**src/rtl/jh_io_pkg.sv**
```systemverilog
// Shared constants and state encoding for the JH host I/O controller.
package jh_io_pkg;

  localparam int unsigned IOSIZE           = 16;
  localparam int unsigned BLOCK_W          = 512;
  localparam int unsigned DIGEST_W         = 256;
  localparam int unsigned WORDS_PER_BLOCK  = BLOCK_W / IOSIZE;
  localparam int unsigned WORDS_PER_DIGEST = DIGEST_W / IOSIZE;
  localparam int unsigned WCNT_W           = $clog2(WORDS_PER_BLOCK);
  localparam int unsigned DCNT_W           = $clog2(WORDS_PER_DIGEST);
  localparam int unsigned IOSIZE_SH        = $clog2(IOSIZE);

  typedef enum logic [1:0] {IDLE, FILL, HASH, OUT} state_t;

endpackage

```
**src/rtl/jh_io_ctrl_if.sv**
```systemverilog
// Host-side init/load/fetch/ack word protocol bundle.
interface jh_io_ctrl_if;
  import jh_io_pkg::*;

  logic              init;
  logic              load;
  logic              fetch;
  logic [IOSIZE-1:0] idata;
  logic              ack;
  logic [IOSIZE-1:0] odata;
  logic              err;

  modport master (output init, load, fetch, idata, input ack, odata, err);
  modport slave  (input init, load, fetch, idata, output ack, odata, err);

endinterface

```
**src/rtl/jh_io_ctrl.sv**
```systemverilog
// JH host I/O controller: packs 32 host words into a 512-bit block for the
// compression core and drains the 256-bit digest as 16 host words.
module jh_io_ctrl
  import jh_io_pkg::*;
(
  input  logic                clk,
  input  logic                rst,
  jh_io_ctrl_if.slave         host,
  output logic                core_init,
  output logic                core_start,
  output logic [BLOCK_W-1:0]  core_block,
  input  logic                core_busy,
  input  logic [DIGEST_W-1:0] core_digest
);

  state_t              r_state;
  logic [WCNT_W-1:0]   r_wcnt;
  logic [DCNT_W-1:0]   r_dcnt;
  logic [BLOCK_W-1:0]  r_block;
  logic [DIGEST_W-1:0] r_digest;
  logic                r_ack;
  logic [IOSIZE-1:0]   r_odata;
  logic                r_err;
  logic                r_core_init;
  logic                r_core_start;

  // Word 0 sits in the top bits, so the slice index counts down as dcnt rises.
  logic [DCNT_W-1:0]   w_dsel;
  logic [IOSIZE-1:0]   w_dword;

  // Select the digest word addressed by dcnt from the captured digest.
  always_comb begin
    w_dsel  = ~r_dcnt;
    w_dword = r_digest[{w_dsel, {IOSIZE_SH{1'b0}}} +: IOSIZE];
  end

  // Protocol FSM: block assembly, core handoff and digest drain.
  always_ff @(posedge clk) begin
    if (rst) begin
      r_state      <= IDLE;
      r_wcnt       <= '0;
      r_dcnt       <= '0;
      r_block      <= '0;
      r_digest     <= '0;
      r_ack        <= 1'b0;
      r_odata      <= '0;
      r_err        <= 1'b0;
      r_core_init  <= 1'b0;
      r_core_start <= 1'b0;
    end else begin
      r_ack        <= 1'b0;
      r_core_init  <= 1'b0;
      r_core_start <= 1'b0;
      if (host.init) begin
        r_core_init <= 1'b1;
        r_wcnt      <= '0;
        r_dcnt      <= '0;
        r_err       <= 1'b0;
        r_state     <= FILL;
      end else begin
        if (host.load && host.fetch && (r_state != HASH)) begin
          r_err <= 1'b1;
        end
        unique case (r_state)
          IDLE: begin
          end
          FILL: begin
            if (host.load) begin
              if (!r_ack) begin
                r_block <= {r_block[BLOCK_W-IOSIZE-1:0], host.idata};
                r_wcnt  <= r_wcnt + 1'b1;
                r_ack   <= 1'b1;
                if (r_wcnt == WCNT_W'(WORDS_PER_BLOCK - 1)) begin
                  r_core_start <= 1'b1;
                  r_state      <= HASH;
                end
              end
            end else if (host.fetch) begin
              if (r_wcnt != '0) begin
                r_err <= 1'b1;
              end else if (!r_ack) begin
                r_digest <= core_digest;
                r_odata  <= core_digest[DIGEST_W-1 -: IOSIZE];
                r_dcnt   <= DCNT_W'(1);
                r_ack    <= 1'b1;
                r_state  <= OUT;
              end
            end
          end
          HASH: begin
            // core_busy is not yet valid in the core_start cycle itself.
            if (!r_core_start && !core_busy) begin
              r_state <= FILL;
            end
          end
          OUT: begin
            if (host.fetch) begin
              if (!r_ack) begin
                r_odata <= w_dword;
                r_ack   <= 1'b1;
                r_dcnt  <= r_dcnt + 1'b1;
                if (r_dcnt == DCNT_W'(WORDS_PER_DIGEST - 1)) begin
                  r_state <= IDLE;
                end
              end
            end else if (host.load) begin
              r_err <= 1'b1;
            end
          end
        endcase
      end
    end
  end

  assign host.ack   = r_ack;
  assign host.odata = r_odata;
  assign host.err   = r_err;
  assign core_init  = r_core_init;
  assign core_start = r_core_start;
  assign core_block = r_block;

endmodule

```
**src/flat_wrapper.sv**
```systemverilog
// flat-port wrapper written by rule: the top's interface ports become plain ports
module jh_io_ctrl_flat import jh_io_pkg::*;
  (clk, rst, core_init, core_start, core_block, core_busy, core_digest, host_init, host_load, host_fetch, host_idata, host_ack, host_odata, host_err);
  jh_io_ctrl_if host_i ();
  input  logic clk;
  input  logic rst;
  output logic core_init;
  output logic core_start;
  output logic [BLOCK_W-1:0] core_block;
  input  logic core_busy;
  input  logic [DIGEST_W-1:0] core_digest;
  input wire logic [$bits(host_i.init)-1:0] host_init;
  input wire logic [$bits(host_i.load)-1:0] host_load;
  input wire logic [$bits(host_i.fetch)-1:0] host_fetch;
  input wire logic [$bits(host_i.idata)-1:0] host_idata;
  output wire logic [$bits(host_i.ack)-1:0] host_ack;
  output wire logic [$bits(host_i.odata)-1:0] host_odata;
  output wire logic [$bits(host_i.err)-1:0] host_err;
  assign host_i.init = host_init;
  assign host_i.load = host_load;
  assign host_i.fetch = host_fetch;
  assign host_i.idata = host_idata;
  assign host_ack = host_i.ack;
  assign host_odata = host_i.odata;
  assign host_err = host_i.err;
  jh_io_ctrl u_core (.clk(clk), .rst(rst), .host(host_i), .core_init(core_init), .core_start(core_start), .core_block(core_block), .core_busy(core_busy), .core_digest(core_digest));
endmodule
```
**config.mk**
```make
export PLATFORM = sky130hd
export DESIGN_NAME = jh_io_ctrl_flat
export DESIGN_NICKNAME = d
export VERILOG_FILES = /design/src/rtl/jh_io_pkg.sv /design/src/rtl/jh_io_ctrl_if.sv /design/src/rtl/jh_io_ctrl.sv /design/src/flat_wrapper.sv
export SDC_FILE = /design/constraint.sdc
export NUM_CORES = 2
export LEC_CHECK = 0
export CAP_MARGIN = 20
export CELL_PAD_IN_SITES_DETAIL_PLACEMENT = 1
export CELL_PAD_IN_SITES_GLOBAL_PLACEMENT = 1
export CORE_ASPECT_RATIO = 0.5
export CORE_MARGIN = 2
export CORE_UTILIZATION = 35
export DETAILED_ROUTE_END_ITERATION = 12
export PLACE_DENSITY = 0.75
export SETUP_SLACK_MARGIN = 0.4
export SLEW_MARGIN = 20
export SYNTH_ARGS = -nofsm -noshare
export SYNTH_HDL_FRONTEND = slang
export SYNTH_SLANG_ARGS = --single-unit
```
**constraint.sdc**
```tcl
create_clock -name clk -period 2.53 [get_ports clk]
set_clock_uncertainty 0.2 [all_clocks]
set_input_delay 0.506 -clock clk [delete_from_list [all_inputs] [get_ports clk]]
set_output_delay 0.506 -clock clk [all_outputs]
set_load 0.05 [all_outputs]
```
==> impl_metrics.env <==
export IMPL_place_gp_congestion=0.885
export IMPL_met2_usage_pct=46.3
export IMPL_vias=29400
export IMPL_synth_flop_cell="dfxtp_1"
export IMPL_dp_hpwl_um=88300
export IMPL_cts_buffers=76
export IMPL_synth_seq_cells=799
export IMPL_drv_cap=0
export IMPL_synth_compound_area_share_pct=14.7
export IMPL_fmax_mhz=439
export IMPL_hp_class="in -> reg"
export IMPL_yosys_warnings=0
export IMPL_layout_common_cells="nand2_1 (1451), dfxtp_1 (792), a21oi_1 (652), clkbuf_2 (316), clkdlybuf4s50_1 (276)"
export IMPL_final_layout_size_suffix_gt1_share_pct=26.4
export IMPL_status="finished, final reports clean"
export IMPL_antenna_found_initial=27
export IMPL_grt_pass1_vias=28700
export IMPL_core_region_area_um2=85900
export IMPL_slew_limit_headroom_pct=37.2
export IMPL_synth_fa_ha_area_share_pct=0.165
export IMPL_drv_slew=0
export IMPL_drt_iter0_drc=1990
export IMPL_worstHoldStart="core_digest[222]"
export IMPL_setup_tns_ns=0
export IMPL_drc=0
export IMPL_startpoint_type="register"
export IMPL_ant_nets=0
export IMPL_final_common_cell="nand2_1"
export IMPL_netlist_instances=3676
export IMPL_fp_dieW_um=420
export IMPL_via_per_inst=5.13
export IMPL_synth_edff_count=0
export IMPL_worst_ir_drop_vdd_mv=0.512
export IMPL_power_density_nw_per_um2=636
export IMPL_min_path_cells=3
export IMPL_arrival_ns=2.67
export IMPL_synth_top_family_by_area="simple AND/OR/NAND/NOR gates"
export IMPL_async_reset_ff_share_pct=0
export IMPL_tightest_slew_ns=0.942
export IMPL_first_pass_iters=5
export IMPL_syn_area_per_cell_um2=8.23
export IMPL_cellLeakagePower_uw=0.0160
export IMPL_r2r_end="u_core.r_digest[225]$_SDFFE_PP0P_"
export IMPL_grt_pass1_wl_um=176000
export IMPL_yosysUniqueCellTypes=52
export IMPL_min_period_ns=2.28
export IMPL_dieHeight_um=212
export IMPL_holdWs_ns=0.174
export IMPL_grt_overflow_total=0
export IMPL_critPathCaptureType="register"
export IMPL_globalRouteMet1Util_pct=29.5
export IMPL_port_buffers=809
export IMPL_muxShareOfSynthArea_pct=5.32
export IMPL_final_core_util_pct=49.3
export IMPL_cts_sinks=799
export IMPL_cts_root_buf="clkbuf_16"
export IMPL_min_delay_worst_endpoint="u_core.r_digest[222]$_SDFFE_PP0P_"
export IMPL_reg2reg_from="u_core.r_wcnt[1]$_SDFFE_PP0P_"
export IMPL_grtUsageMet3_pct=4.69
export IMPL_clk_pin_slew_ns=0.08
export IMPL_area_growth_synth_to_final_pct=39.7
export IMPL_syn_num_nets=3958
export IMPL_r2r_cells=9
export IMPL_top_usage_layer="met2"
export IMPL_power_uw=26900
export IMPL_row_count=76
export IMPL_clk_latency_ns=0.69
export IMPL_fin_crit_sh_pct=90.0
export IMPL_synth_area_um2=30300
export IMPL_final_area_um2=42300
export IMPL_finalSetupViolations=0
export IMPL_io_pins=810
export IMPL_h_tree_depth=3
export IMPL_r2r_slack_ns=0.25
export IMPL_gr_usage_all_layers_pct=25.8
export IMPL_cp_max_fo=7
export IMPL_synthSimpleGateAreaFrac_pct=20.7
export IMPL_critical_path_class="reg -> reg"
export IMPL_wl_per_cell_um=22.9
export IMPL_die_area_um2=89000
export IMPL_fin_nets=4750
export IMPL_rsz0062_at_grt="true"
export IMPL_initial_core_util_pct=35.3
export IMPL_place_area_um2=39500
export IMPL_tritoncts="yes"
export IMPL_grt_max_degree=157
export IMPL_routed_wl_um=131000
export IMPL_synth_seq_area_share_pct=52.8
export IMPL_cp_data_required_time_ns=2.92
export IMPL_clk_path_buf_depth=3
export IMPL_hold_violations=0
export IMPL_synth_xor_area_share_pct=0.0868
==> through the flow <==
stage          setup slack, ns  instances
2_1_floorplan            0.406       3676
3_3_place_gp            0.0864       5482
3_5_place_dp            0.0299       5482
4_1_cts                  0.215       5621
5_1_grt                  0.230       5720
6_report                 0.252       5725
==> repair_timing <==
item / CTS / global route
hold endpoints to repair: 21 / 0
setup buffers: 1 / 40
resized for setup: 1168 / 1228
pin swaps: 1 / 156
cloned: 0 / 36
hold buffers: 1 / 0
setup endpoints to repair: 735 / 826
==> routing by layer <==
metal | up-vias | part of all wire [%]
met5 | - | 0.014
met4 | 2 | 5.4
met3 | 362 | 4.9
met2 | 819 | 51
met1 | 14500 | 38
li1 | 13700 | -
==> area by class of cell <==
class	count	area (um^2)
sequential	799	16000
inverter	8	30.0
clock inverter	27	379
tap	1170	1460
multi-input combinational	2577	13700
timing repair buffer	1006	8390
fill	10200	43600
antenna	28	70.1
clock buffer	110	2260
==> how the worst max path moves through the flow <==
| stage | cells past startpoint | to | from | slack (ns) |
|---|---|---|---|---|
| floorplan | 8 | u_core.core_block[100]$_SDFFE_PP0P_ | u_core.host.ack$_SDFF_PP0_ | 0.41 |
| global placement | 8 | u_core.r_digest[251]$_SDFFE_PP0P_ | host_load | 0.09 |
| detailed placement | 8 | u_core.r_digest[54]$_SDFFE_PP0P_ | host_load | 0.03 |
| CTS | 1 | core_block[370] | u_core.core_block[370]$_SDFFE_PP0P_ | 0.22 |
| global route | 9 | u_core.r_digest[225]$_SDFFE_PP0P_ | u_core.r_wcnt[1]$_SDFFE_PP0P_ | 0.23 |
| finish | 9 | u_core.r_digest[225]$_SDFFE_PP0P_ | u_core.r_wcnt[1]$_SDFFE_PP0P_ | 0.25 |
==> critical path: stages, from the launching register on <==
cell and delay (ns):
dfxtp_2 0.33, inv_2 0.08, ha_4 0.13, nor4b_4 0.17, buf_4 0.19, and4_4 0.38
buf_12 0.22, clkbuf_16 0.20, nand2_4 0.05, a21oi_2 0.23
==> flip-flops by register name, summed over array words and instances, names as in the netlist <==
signal / count
u_core.core_init: 1
u_core.host.ack: 1
u_core.r_wcnt: 5
u_core.core_start: 1
u_core.core_block: 512
u_core.host.odata: 16
u_core.host.err: 1
u_core.r_dcnt: 4
u_core.r_digest: 256
u_core.r_state: 2
==> synth_stat cells, drive strengths merged (2+ instances only) <==
cell	n	area share, %
nand3	5	0.083
nand4	2	0.041
a32o	15	0.50
and3	3	0.062
nand2b	17	0.35
nor3	4	0.10
inv	8	0.099
and2	3	0.062
clkbuf	128	1.6
nor2	16	0.20
mux4	45	3.4
nand3b	4	0.099
nand2	1559	19
a21oi	777	13
a31oi	4	0.083
xor2	2	0.058
mux2i	25	0.83
o2111ai	16	0.46
mux2	30	1.1
ha	4	0.17
and3b	2	0.058
o21ai	5	0.083
buf	165	4.5
nor2b	4	0.083
o311ai	3	0.11
a22oi	17	0.42
dfxtp	799	53
==> cell families after synthesis <==
family | count (synthesis)
compound gates | 843
xor+xnor | 3
fa+ha+maj | 4
mux | 100
buf+inv | 301
flops | 799
simple gates | 1626
==> power breakdown <==
part | internal (uW) | switching (uW)
clock network | 7150 | 5350
registers | 12700 | 63.3
logic | 728 | 934
(Power assumes the default switching activity.)
